File: src/rtl/nn_seq_pkg.sv
// Shared types for the dense-layer sequencer: FSM state encoding and index width helpers.
package nn_seq_pkg;

    typedef enum logic [2:0] {
        IDLE  = 3'd0,
        CLR   = 3'd1,
        MAC   = 3'd2,
        DRAIN = 3'd3,
        BIAS  = 3'd4,
        STORE = 3'd5,
        DONE  = 3'd6
    } state_t;

    // Minimum width able to index n items; never narrower than one bit.
    function automatic int idx_width(input int n);
        return (n <= 1) ? 1 : $clog2(n);
    endfunction

    // Minimum width able to address a rows x cols weight block.
    function automatic int addr_width(input int rows, input int cols);
        return idx_width(rows * cols);
    endfunction

endpackage

File: src/rtl/layer_sequencer_index_counter.sv
// Wrapping up-counter used for the row and column walks of the layer sequencer.
module index_counter #(
    parameter int WRAP  = 3,
    parameter int WIDTH = 2
) (
    input  logic             clock,
    input  logic             clear,
    input  logic             increment,
    output logic [WIDTH-1:0] value,
    output logic             last_value
);

    logic [WIDTH-1:0] r_value;
    logic             w_last;

    assign w_last     = (r_value == WIDTH'(WRAP - 1));
    assign value      = r_value;
    assign last_value = w_last;

    always_ff @(posedge clock) begin
        if (clear) begin
            r_value <= '0;
        end else if (increment) begin
            r_value <= w_last ? '0 : r_value + WIDTH'(1);
        end
    end

endmodule

File: src/rtl/layer_sequencer.sv
// Sequences one ROWS x COLS matrix-vector pass over a shared MAC datapath.
// Optional bias stage between DRAIN and STORE is enabled by LAYER_SEQUENCER_BIAS_EN.
module layer_sequencer
    import nn_seq_pkg::*;
#(
    parameter int ROWS   = 3,
    parameter int COLS   = 3,
    parameter int ROW_W  = 2,
    parameter int COL_W  = 2,
    parameter int ADDR_W = 4
) (
    input  logic              clock,
    input  logic              clear,
    input  logic              start,
    input  logic              hold,
    output logic              busy,
    output logic              done,
    output logic [ROW_W-1:0]  row_index,
    output logic [COL_W-1:0]  col_index,
    output logic [ADDR_W-1:0] weight_addr,
    output logic              acc_clear,
    output logic              mac_en,
    output logic              row_store,
`ifdef LAYER_SEQUENCER_BIAS_EN
    output logic              bias_add,
`endif
    output logic [ROW_W-1:0]  store_index
);

    state_t           r_state;
    logic             r_busy;
    logic             r_done;
    logic             r_acc_clear;
    logic             r_mac_en;
    logic             r_row_store;
    logic [ROW_W-1:0] r_store_idx;
`ifdef LAYER_SEQUENCER_BIAS_EN
    logic             r_bias_add;
`endif

    logic             w_issue;
    logic [ROW_W-1:0] w_row;
    logic [COL_W-1:0] w_col;
    logic             w_row_last;
    logic             w_col_last;
    logic             w_row_clear;
    logic             w_col_clear;
    logic             w_row_inc;

    assign w_issue     = (r_state == MAC) && !hold;
    assign w_col_clear = clear || (r_state == IDLE);
    // Row is held at ROWS-1 through DONE and only returns to 0 on entry to IDLE.
    assign w_row_clear = clear || (r_state == IDLE) || (r_state == DONE);
    assign w_row_inc   = (r_state == STORE) && !w_row_last;

    index_counter #(.WRAP(ROWS), .WIDTH(ROW_W)) u_row_cnt (
        .clock      (clock),
        .clear      (w_row_clear),
        .increment  (w_row_inc),
        .value      (w_row),
        .last_value (w_row_last)
    );

    index_counter #(.WRAP(COLS), .WIDTH(COL_W)) u_col_cnt (
        .clock      (clock),
        .clear      (w_col_clear),
        .increment  (w_issue),
        .value      (w_col),
        .last_value (w_col_last)
    );

    always_ff @(posedge clock) begin
        if (clear) begin
            r_state     <= IDLE;
            r_busy      <= 1'b0;
            r_done      <= 1'b0;
            r_acc_clear <= 1'b0;
            r_mac_en    <= 1'b0;
            r_row_store <= 1'b0;
            r_store_idx <= '0;
`ifdef LAYER_SEQUENCER_BIAS_EN
            r_bias_add  <= 1'b0;
`endif
        end else begin
            // One-cycle ROM latency: the accumulate strobe trails the issue.
            r_mac_en    <= w_issue;
            r_done      <= 1'b0;
            r_acc_clear <= 1'b0;
            r_row_store <= 1'b0;
            r_store_idx <= '0;
`ifdef LAYER_SEQUENCER_BIAS_EN
            r_bias_add  <= 1'b0;
`endif
            case (r_state)
                IDLE: begin
                    if (start) begin
                        r_state     <= CLR;
                        r_busy      <= 1'b1;
                        r_acc_clear <= 1'b1;
                    end
                end
                CLR: r_state <= MAC;
                MAC: begin
                    if (w_issue && w_col_last) begin
                        r_state <= DRAIN;
                    end
                end
                DRAIN: begin
`ifdef LAYER_SEQUENCER_BIAS_EN
                    r_state     <= BIAS;
                    r_bias_add  <= 1'b1;
`else
                    r_state     <= STORE;
                    r_row_store <= 1'b1;
                    r_store_idx <= w_row;
`endif
                end
`ifdef LAYER_SEQUENCER_BIAS_EN
                BIAS: begin
                    r_state     <= STORE;
                    r_row_store <= 1'b1;
                    r_store_idx <= w_row;
                end
`endif
                STORE: begin
                    if (w_row_last) begin
                        r_state <= DONE;
                        r_done  <= 1'b1;
                    end else begin
                        r_state     <= CLR;
                        r_acc_clear <= 1'b1;
                    end
                end
                DONE: begin
                    r_state <= IDLE;
                    r_busy  <= 1'b0;
                end
                default: begin
                    r_state <= IDLE;
                    r_busy  <= 1'b0;
                end
            endcase
        end
    end

    assign busy        = r_busy;
    assign done        = r_done;
    assign acc_clear   = r_acc_clear;
    assign mac_en      = r_mac_en;
    assign row_store   = r_row_store;
    assign store_index = r_store_idx;
    assign row_index   = w_row;
    assign col_index   = w_col;
    assign weight_addr = ADDR_W'(w_row) * ADDR_W'(COLS) + ADDR_W'(w_col);
`ifdef LAYER_SEQUENCER_BIAS_EN
    assign bias_add    = r_bias_add;
`endif

endmodule

File: config.mk
export PLATFORM = sky130hd
export DESIGN_NAME = layer_sequencer
export DESIGN_NICKNAME = d
export VERILOG_FILES = /design/src/rtl/nn_seq_pkg.sv /design/src/rtl/layer_sequencer_index_counter.sv /design/src/rtl/layer_sequencer.sv
export SDC_FILE = /design/constraint.sdc
export NUM_CORES = 1
export LEC_CHECK = 0
export CAP_MARGIN = 20
export CELL_PAD_IN_SITES_DETAIL_PLACEMENT = 0
export CELL_PAD_IN_SITES_GLOBAL_PLACEMENT = 2
export CORE_MARGIN = 5
export CORE_UTILIZATION = 29
export CTS_BUF_LIST = sky130_fd_sc_hd__clkbuf_4 sky130_fd_sc_hd__clkbuf_8
export DETAILED_ROUTE_END_ITERATION = 10
export GPL_TIMING_DRIVEN = 0
export PLACE_DENSITY_LB_ADDON = 0.1
export SYNTH_ARGS = -nofsm -noshare
export SYNTH_HDL_FRONTEND = slang
export SYNTH_SLANG_ARGS = --single-unit
File: constraint.sdc
create_clock -name clock -period 2.6 [get_ports clock]
set_input_delay 0.65 -clock clock [delete_from_list [all_inputs] [get_ports clock]]
set_output_delay 0.65 -clock clock [all_outputs]
set_load 0.01 [all_outputs]
# Word-level counts from Yosys, hierarchy flattened
# Index checks and enable logic that the tools add are counted.
# word_totals
ff_bits,14
output_inout_bits,15
word_cells,51
# classes
addsub,3
mul,1
n_eq_ne,9
mux,13
bitwise_logic,3
n_reduce_logical,13
# op_table
op,count
3-bit case mux with 5 select lines,1
3-bit 2-to-1 mux,3
3-bit by 2-bit equality test with 1-bit output (second input constant),2
3-bit equality test (second input constant),2
1-bit 2-to-1 mux,5
2-bit by 1-bit adder with 2-bit output (second input constant),2
4-bit by 2-bit adder with 4-bit output,1
2-bit equality test (second input constant),2
2-bit by 2-bit multiplier with 4-bit output (second input constant),1
2-bit 2-to-1 mux,2
1-bit case mux with 2 select lines,2
2-bit AND reduction,2
2-bit OR reduction,2
4-bit OR reduction,1
3-bit by 1-bit equality test with 1-bit output (second input constant),1
1-bit logical AND,3
3-bit zero test,1
1-bit inverter,3
1-bit zero test,2
1-bit logical OR,2
2-bit by 1-bit inequality test with 1-bit output (second input constant),1
2-bit inequality test (second input constant),1

# Logic depth before layout (Yosys ltp)
# Gate-level depths: netlist of the first run.
# logic_depth
ltp_word,5
ltp_mapped,5
mapped_depth_nobuf,5

# Modules after synthesis
# Synthesis of the first run repeated with hierarchy kept, for this count alone.
# hier_totals
cells_unflattened,74
hier_area_um2,718.2
# by_module_without_submodules
module,instances,cells_per_inst,area_each_um2,seq_area_each_um2
layer_sequencer,1,56,548.0,200.2
index_counter,2,9,85.1,40.0

# Worst setup path before layout of the first run
# Ideal clock, no wire load.
# synth_path
path_kind,reg-to-output
startpoint,"reg u_col_cnt.r_value[1], in the netlist u_col_cnt.value[1]"
endpoint,out weight_addr[2]
t_arrival_ns,1.632
t_required_ns,1.950
slack_ns,0.318
path_stages_with_launch,6
path_buffers,0
cell_sequence,dfxtp_1 > fa_1 > ha_1 > inv_1 > fa_1 > inv_1
# synth_via
elab_chain_cells,1
# synth_rtl
element,line,rtl
from (decl),layer_sequencer_index_counter.sv:13,logic [WIDTH-1:0] r_value;
from (signal assigned),layer_sequencer_index_counter.sv:24,r_value <= w_last ? '0 : r_value + WIDTH'(1);
4-bit by 2-bit adder with 4-bit output,layer_sequencer.sv:154,assign weight_addr = ADDR_W'(w_row) * ADDR_W'(COLS) + ADDR_W'(w_col);
to (decl),layer_sequencer.sv:20,"output logic [ADDR_W-1:0] weight_addr,"
# No other way between the ends.

# Worst setup path after layout of the first run
# layout_path
startpoint,"reg u_row_cnt.r_value[0], in the netlist u_row_cnt.value[0]"
endpoint,out weight_addr[2]
# layout_via
elab_chain_cells,2
# layout_rtl
element,line
from (decl),layer_sequencer_index_counter.sv:13
from (signal assigned),layer_sequencer_index_counter.sv:24
2-bit by 2-bit multiplier with 4-bit output,layer_sequencer.sv:154
4-bit by 2-bit adder with 4-bit output,layer_sequencer.sv:154
# No other way between the ends.

==> results of run 1 <==
-- per-layer routing --
metal	vias to the layer above	share of wire (%)	track usage [%]
met1	270	48	13.3
li1	298	-	-
met3	2	3.7	1.51
met2	11	47	15.3
met4	0	1.8	7.59
met5	-	0	0
-- where the power goes --
part	internal (mW)	total, mW	switching, mW
sequential	0.237	0.255	0.0182
clock	0.0536	0.121	0.0674
combinational	0.0871	0.186	0.0989
-- through the flow --
stage / hold slack [ns] / setup TNS (ns)
6_report: 0.557 / -0.0319
2_1_floorplan: 0.578 / 0
4_1_cts: 0.558 / -0.0619
3_3_place_gp: 0.586 / -0.293
3_5_place_dp: 0.584 / -0.341
5_1_grt: 0.597 / -0.145
-- cell families (layout without fill, tap and decap cells) --
| family | Yosys count | in the layout | synth area share [%] |
|---|---|---|---|
| and+or+nand+nor | 28 | 28 | 25.3 |
| xor gates and xnor gates | 2 | 2 | 2.41 |
| adders and majority gates | 7 | 7 | 14.1 |
| DFF | 14 | 14 | 38.6 |
| AOI/OAI and AO/OA | 12 | 12 | 10.2 |
| buffers and inverters | 10 | 31 | 6.71 |
| muxes | 2 | 2 | 2.75 |
-- cells in the mapped netlist (2+ instances only) --
cell and number:
inv_1 6, nand2b_1 2, buf_4 3, nand4b_1 2, o21ai_0 2, nand3b_1 2, xor2_1 2, ha_1 5
nor2_1 8, dfxtp_1 14, a31oi_1 2, nor3_1 3, nand3_1 2, mux2i_1 2, fa_1 2, a21oi_1 4
-- how the worst min path moves through the flow --
stage / to / from / slack, ns
2_1_floorplan: u_col_cnt.value[1]$_SDFFE_PP0P_ / u_col_cnt.value[1]$_SDFFE_PP0P_ / 0.58
3_3_place_gp: busy$_SDFFE_PP0P_ / busy$_SDFFE_PP0P_ / 0.59
3_5_place_dp: u_row_cnt.value[1]$_SDFFE_PP0P_ / u_row_cnt.value[1]$_SDFFE_PP0P_ / 0.58
4_1_cts: u_col_cnt.value[1]$_SDFFE_PP0P_ / u_col_cnt.value[1]$_SDFFE_PP0P_ / 0.56
5_1_grt: u_col_cnt.value[1]$_SDFFE_PP0P_ / u_col_cnt.value[1]$_SDFFE_PP0P_ / 0.60
6_report: u_col_cnt.value[1]$_SDFFE_PP0P_ / u_col_cnt.value[1]$_SDFFE_PP0P_ / 0.56
-- worst max-delay path: cells and delay by family (launching register included) --
kind                       cells  cell delay, ns
adders and majority gates      3            1.15
buffers and inverters          3            0.21
DFF                            1            0.35
-- flip-flops by register name (all words and copies together), names as in the netlist --
signal,flops
row_store,1
acc_clear,1
busy,1
u_col_cnt.value,2
u_row_cnt.value,2
r_state,3
done,1
store_index,2
mac_en,1
-- area by class of cell --
type                            count  share of cell area, %
Multi-Input combinational cell     51                   41.4
Sequential cell                    14                   30.0
Timing Repair Buffer               18                   17.3
Tap cell                           30                   3.90
Buffer                              4                   2.73
Clock buffer                        3                   2.34
Inverter                            6                   2.34
-- repair_timing --
item	4_1_cts	5_1_grt
setup endpoints to repair	3	2
buffers inserted	1	0
cloned	0	0
resized for setup	14	0
==> out/qor.yml, run 1 <==
die_h_um: 60.1
r2r_end: "u_row_cnt.value[0]$_SDFFE_PP0P_"
die_w_um: 60.1
fin_cells: 126
worstSetupPathType: "reg -> out"
grt_max_degree: 11
synth_nets: 86
slew_headroom_pct: 69.8
timing.final.crit_share_pct: 101
powerDensity_nw_per_um2: 584
crit_fanout: 2
clk_latency_ns: 0.27
antenna_found_initial: 0
rsz0062_at_grt: "true"
yosysTopAreaCellShare_pct: 38.6
hpwl_um: 1150
synth_seq_cells: 14
max_stage_delay_ns: 0.54
ys.flop_type: "dfxtp_1"
numPortBuffers: 17
grt.overflow.total: 0
wl_per_cell_um: 12.5
synth_seq_area_share_pct: 38.6
synthCells: 75
cts_made_buffers: 3
first_pass_iters: 4
grt_pass1_wl_um: 2790
postRouteAntennaNets: 0
syn_area_um2: 727
max_freq_mhz: 380
drv_cap: 0
setup_viol: 1
clk_pin_slew_ns: 0.08
cp.arrival_ns: 1.98
drv_slew: 0
total_power_uw: 562
fin_nets: 109
core_area_um2: 2430
r2r-start: "u_row_cnt.value[0]$_SDFFE_PP0P_"
clockBufferDepth: 2
stdcell_area_um2: 962
syn_area_per_cell_um2: 9.69
vias: 581
finalHoldViolations: 0
holdPathStages: 2
rrSetupSlack_ns: 1.07
dp.cells: 122
status: "finished with violations"
gp_congestion: 0.693
critPathCaptureType: "output port"
cp-endpoint: "weight_addr[2]"
die-area_um2: 3610
final_cell_mix: "clkdlybuf4s50_1 (14), dfxtp_1 (11), nor2_1 (8)"
worstSetupStartpointType: "register"
crit_start: "u_row_cnt.value[0]$_SDFFE_PP0P_"
period_minus_slack_ns: 2.63
fin_ws_ns: -0.0319
cts_hold_buf: 0
yosys_warnings: 0
drtIter0Drc: 5
grt_pass1_vias: 616
io_pins: 19
place_area_um2: 935
syn2layout_area_growth_pct: 32.4
initial_core_util_pct: 29.9
final_core_util_pct: 39.6
synth.largest_area_cell: "dfxtp_1"
power_leakage_nw: 0.387
cts_tree: "yes"
rows: 18
synthArstFlopShare_pct: 0
seqCellArea_um2: 289
min_path_type: "reg -> reg"
cts-root-buf: "clkbuf_4"
fillers: 251
ff2ff_path_depth: 6
synth-edff-count: 0
cpMaxStageDelayCell: "fa_1"
worstPathCellList: "fa_1, ha_1, inv_1, fa_1, inv_1, buf_2"
drive_above_1_share_pct: 16.7
post-place-ws_ns: -0.224
ys_types: 30
cts_sinks: 14
h-tree-depth: 1
vias_per_cell: 4.61
violations: "setup timing"
peakVddDrop_v: 0.000211
grt_usage_pct: 10.3
finClkSkew_ns: 0.00279
final_common_cell: "clkdlybuf4s50_1"
worst_pin_slew_ns: 0.453
multi_input_area_um2: 398
drc: 0
required_ns: 1.95
routed_wirelength_um: 1580
synthTopCellsByArea: "dfxtp_1 (39%), ha_1 (8.6%), fa_1 (5.5%), nor2_1 (4.1%), buf_4 (3.1%)"
diodes: 0
Note: power is estimated with default switching activity, not from simulation.
==> inputs of run 2 (changes only) <==
--- a/config.mk
+++ b/config.mk
@@ -8,12 +8,11 @@
 export CAP_MARGIN = 20
 export CELL_PAD_IN_SITES_DETAIL_PLACEMENT = 0
 export CELL_PAD_IN_SITES_GLOBAL_PLACEMENT = 2
-export CORE_MARGIN = 5
 export CORE_UTILIZATION = 29
 export CTS_BUF_LIST = sky130_fd_sc_hd__clkbuf_4 sky130_fd_sc_hd__clkbuf_8
 export DETAILED_ROUTE_END_ITERATION = 10
 export GPL_TIMING_DRIVEN = 0
-export PLACE_DENSITY_LB_ADDON = 0.1
+export PLACE_DENSITY = 0.83
 export SYNTH_ARGS = -nofsm -noshare
 export SYNTH_HDL_FRONTEND = slang
 export SYNTH_SLANG_ARGS = --single-unit
==> run 2 against run 1 <==
Against the previous run: the flow still finishes with violations (setup timing); clock power is 29% higher; clock skew grew 0.00067 ns; combinational power about the same; non-clock buffer count is 1 higher; count of clock-buffer cells in the layout up 1; via count rose by 5.0%; fmax fell by 1.4%; design area is 3.1% higher; sequential share of layout area down 0.66 points; critical path depth stayed put; sequential cell count stayed put; global-route usage is 2.6 points higher; critical path type unchanged; highest routed layer unchanged.
==> out/qor.yml, run 2 (synthesized netlist as in run 1, its figures left out) <==
powerDensity_nw_per_um2: 599  # +2.6%
clk_latency_ns: 0.28  # about the same
power_leakage_nw: 0.397  # +2.8%
worst_pin_slew_ns: 0.423  # -0.0302 ns
antenna_found_initial: 0  # unchanged
cts_tree: "yes"
grt_usage_pct: 12.9  # +2.6 points
holdPathStages: 2  # unchanged
largest_reg_flops: 3  # unchanged
violations: "setup timing"
drv_cap: 0  # unchanged
io_pins: 19  # unchanged
required_ns: 1.95  # about the same
slew_headroom_pct: 71.8  # +2.0 points
worstPathCellList: "fa_1, ha_2, inv_2, fa_1, inv_1, buf_6"
fin_cells: 126  # unchanged
grt_max_degree: 11  # unchanged
finClkSkew_ns: 0.00346  # +0.000669 ns
wl_per_cell_um: 11.9  # -5.4%
vias: 610  # +5.0%
final_cell_mix: "clkdlybuf4s50_1 (14), dfxtp_1 (11), nor2_1 (8)"
grt_pass1_vias: 577  # -6.3%
initial_core_util_pct: 31.6  # +1.8 points
rsz0062_at_grt: "true"
drtIter0Drc: 13  # +8
cts-root-buf: "clkbuf_4"
cts_made_buffers: 3  # unchanged
die_h_um: 52.1  # -13%
numPortBuffers: 17  # unchanged
drive_above_1_share_pct: 20.4  # +3.7 points
ff2ff_path_depth: 6  # unchanged
h-tree-depth: 1  # unchanged
vias_per_cell: 4.84  # +5.0%
grt.overflow.total: 0  # unchanged
setup_viol: 1  # unchanged
hpwl_um: 1020  # -11%
core_area_um2: 2300  # -5.6%
cp.arrival_ns: 2.02  # +0.04 ns
total_power_uw: 595  # +5.8%
crit_fanout: 2  # unchanged
die_w_um: 52.1  # -13%
clk_pin_slew_ns: 0.09  # about the same
diodes: 0  # unchanged
min_path_type: "reg -> reg"
drv_slew: 0  # unchanged
max_freq_mhz: 375  # -1.4%
grt_pass1_wl_um: 2500  # -10%
status: "finished with violations"
finalHoldViolations: 0  # unchanged
first_pass_iters: 4  # unchanged
gp_congestion: 0.699  # +0.87%
period_minus_slack_ns: 2.67  # +0.0367 ns
regMostFlops: "r_state"
peakVddDrop_v: 0.000253  # +20%
fin_ws_ns: -0.0686  # -0.0367 ns
max_stage_delay_ns: 0.54  # about the same
timing.final.crit_share_pct: 103  # +1.4 points
worstSetupStartpointType: "register"
routed_wirelength_um: 1490  # -5.4%
syn2layout_area_growth_pct: 36.5
dp.cells: 120  # -1.6%
rows: 17  # -1
cpMaxStageDelayCell: "fa_1"
fin_nets: 110  # +0.92%
cts_sinks: 14  # unchanged
clockBufferDepth: 2  # unchanged
final_common_cell: "clkdlybuf4s50_1"
drc: 0  # unchanged
critPathCaptureType: "output port"
postRouteAntennaNets: 0  # unchanged
die-area_um2: 2710  # -25%
worstSetupPathType: "reg -> out"
cpMostUsedCell: "fa_1"
run 2: through the flow:
stage / hold slack (ns) / utilization, % / cell area (um2) / setup TNS [ns] / setup WS [ns]
final: 0.562 / 43.2 / 992 / -0.0686 / -0.0686
after global routing: 0.607 / 43.2 / 992 / -0.169 / -0.142
after CTS: 0.557 / 42.9 / 986 / -0.0909 / -0.0909
after detailed placement: 0.593 / 40.6 / 932 / -0.344 / -0.238
after global placement: 0.581 / 40.6 / 932 / -0.315 / -0.228
after floorplan: 0.578 / - / 727 / 0 / 0.318
run 2: metal layers:
layer	vias to the layer above	part of all wire (%)	GRT usage (%)
met5	-	0	0
met4	0	1.7	6.76
met3	2	3.2	3.80
met2	11	45	18.6
met1	294	50	16.9
li1	303	-	-
run 2: report_power, final:
group / internal (mW) / switching (mW) / total [mW]
Combinational: 0.0873 / 0.0980 / 0.185
Clock: 0.0851 / 0.0704 / 0.156
Sequential: 0.236 / 0.0182 / 0.254
Total: 0.408 / 0.187 / 0.595
run 2: area by class of cell:
| class | instances | area [um2] |
|---|---|---|
| clock buffer | 4 | 36.3 |
| tap | 28 | 35.0 |
| sequential | 14 | 292 |
| inverter | 6 | 22.5 |
| timing repair buffer | 19 | 180 |
| buffer | 4 | 26.3 |
| fill | 240 | 1310 |
| multi-input combinational | 51 | 400 |
run 2: worst max-delay path: cells and delay by family (launching register included):
kind / cells / cell delay (ns)
DFF: 1 / 0.36
buffers and inverters: 3 / 0.20
adders and majority gates: 3 / 1.19
run 2: final timing paths:
path	startpoint	end	slack [ns]
worst max-delay path	u_row_cnt.value[0]$_SDFFE_PP0P_	weight_addr[2]	-0.07
worst min-delay path	u_col_cnt.value[1]$_SDFFE_PP0P_	u_col_cnt.value[1]$_SDFFE_PP0P_	0.56
worst max register to register	u_row_cnt.value[0]$_SDFFE_PP0P_	u_row_cnt.value[0]$_SDFFE_PP0P_	1.07
worst min register to register	u_col_cnt.value[1]$_SDFFE_PP0P_	u_col_cnt.value[1]$_SDFFE_PP0P_	0.56
run 2: repair_timing:
item	CTS	global route
setup buffers	2	0
pin swaps	2	2
hold buffers	0	0
endpoints found under the setup margin	3	2
gates resized for setup	17	1
gates cloned	0	0
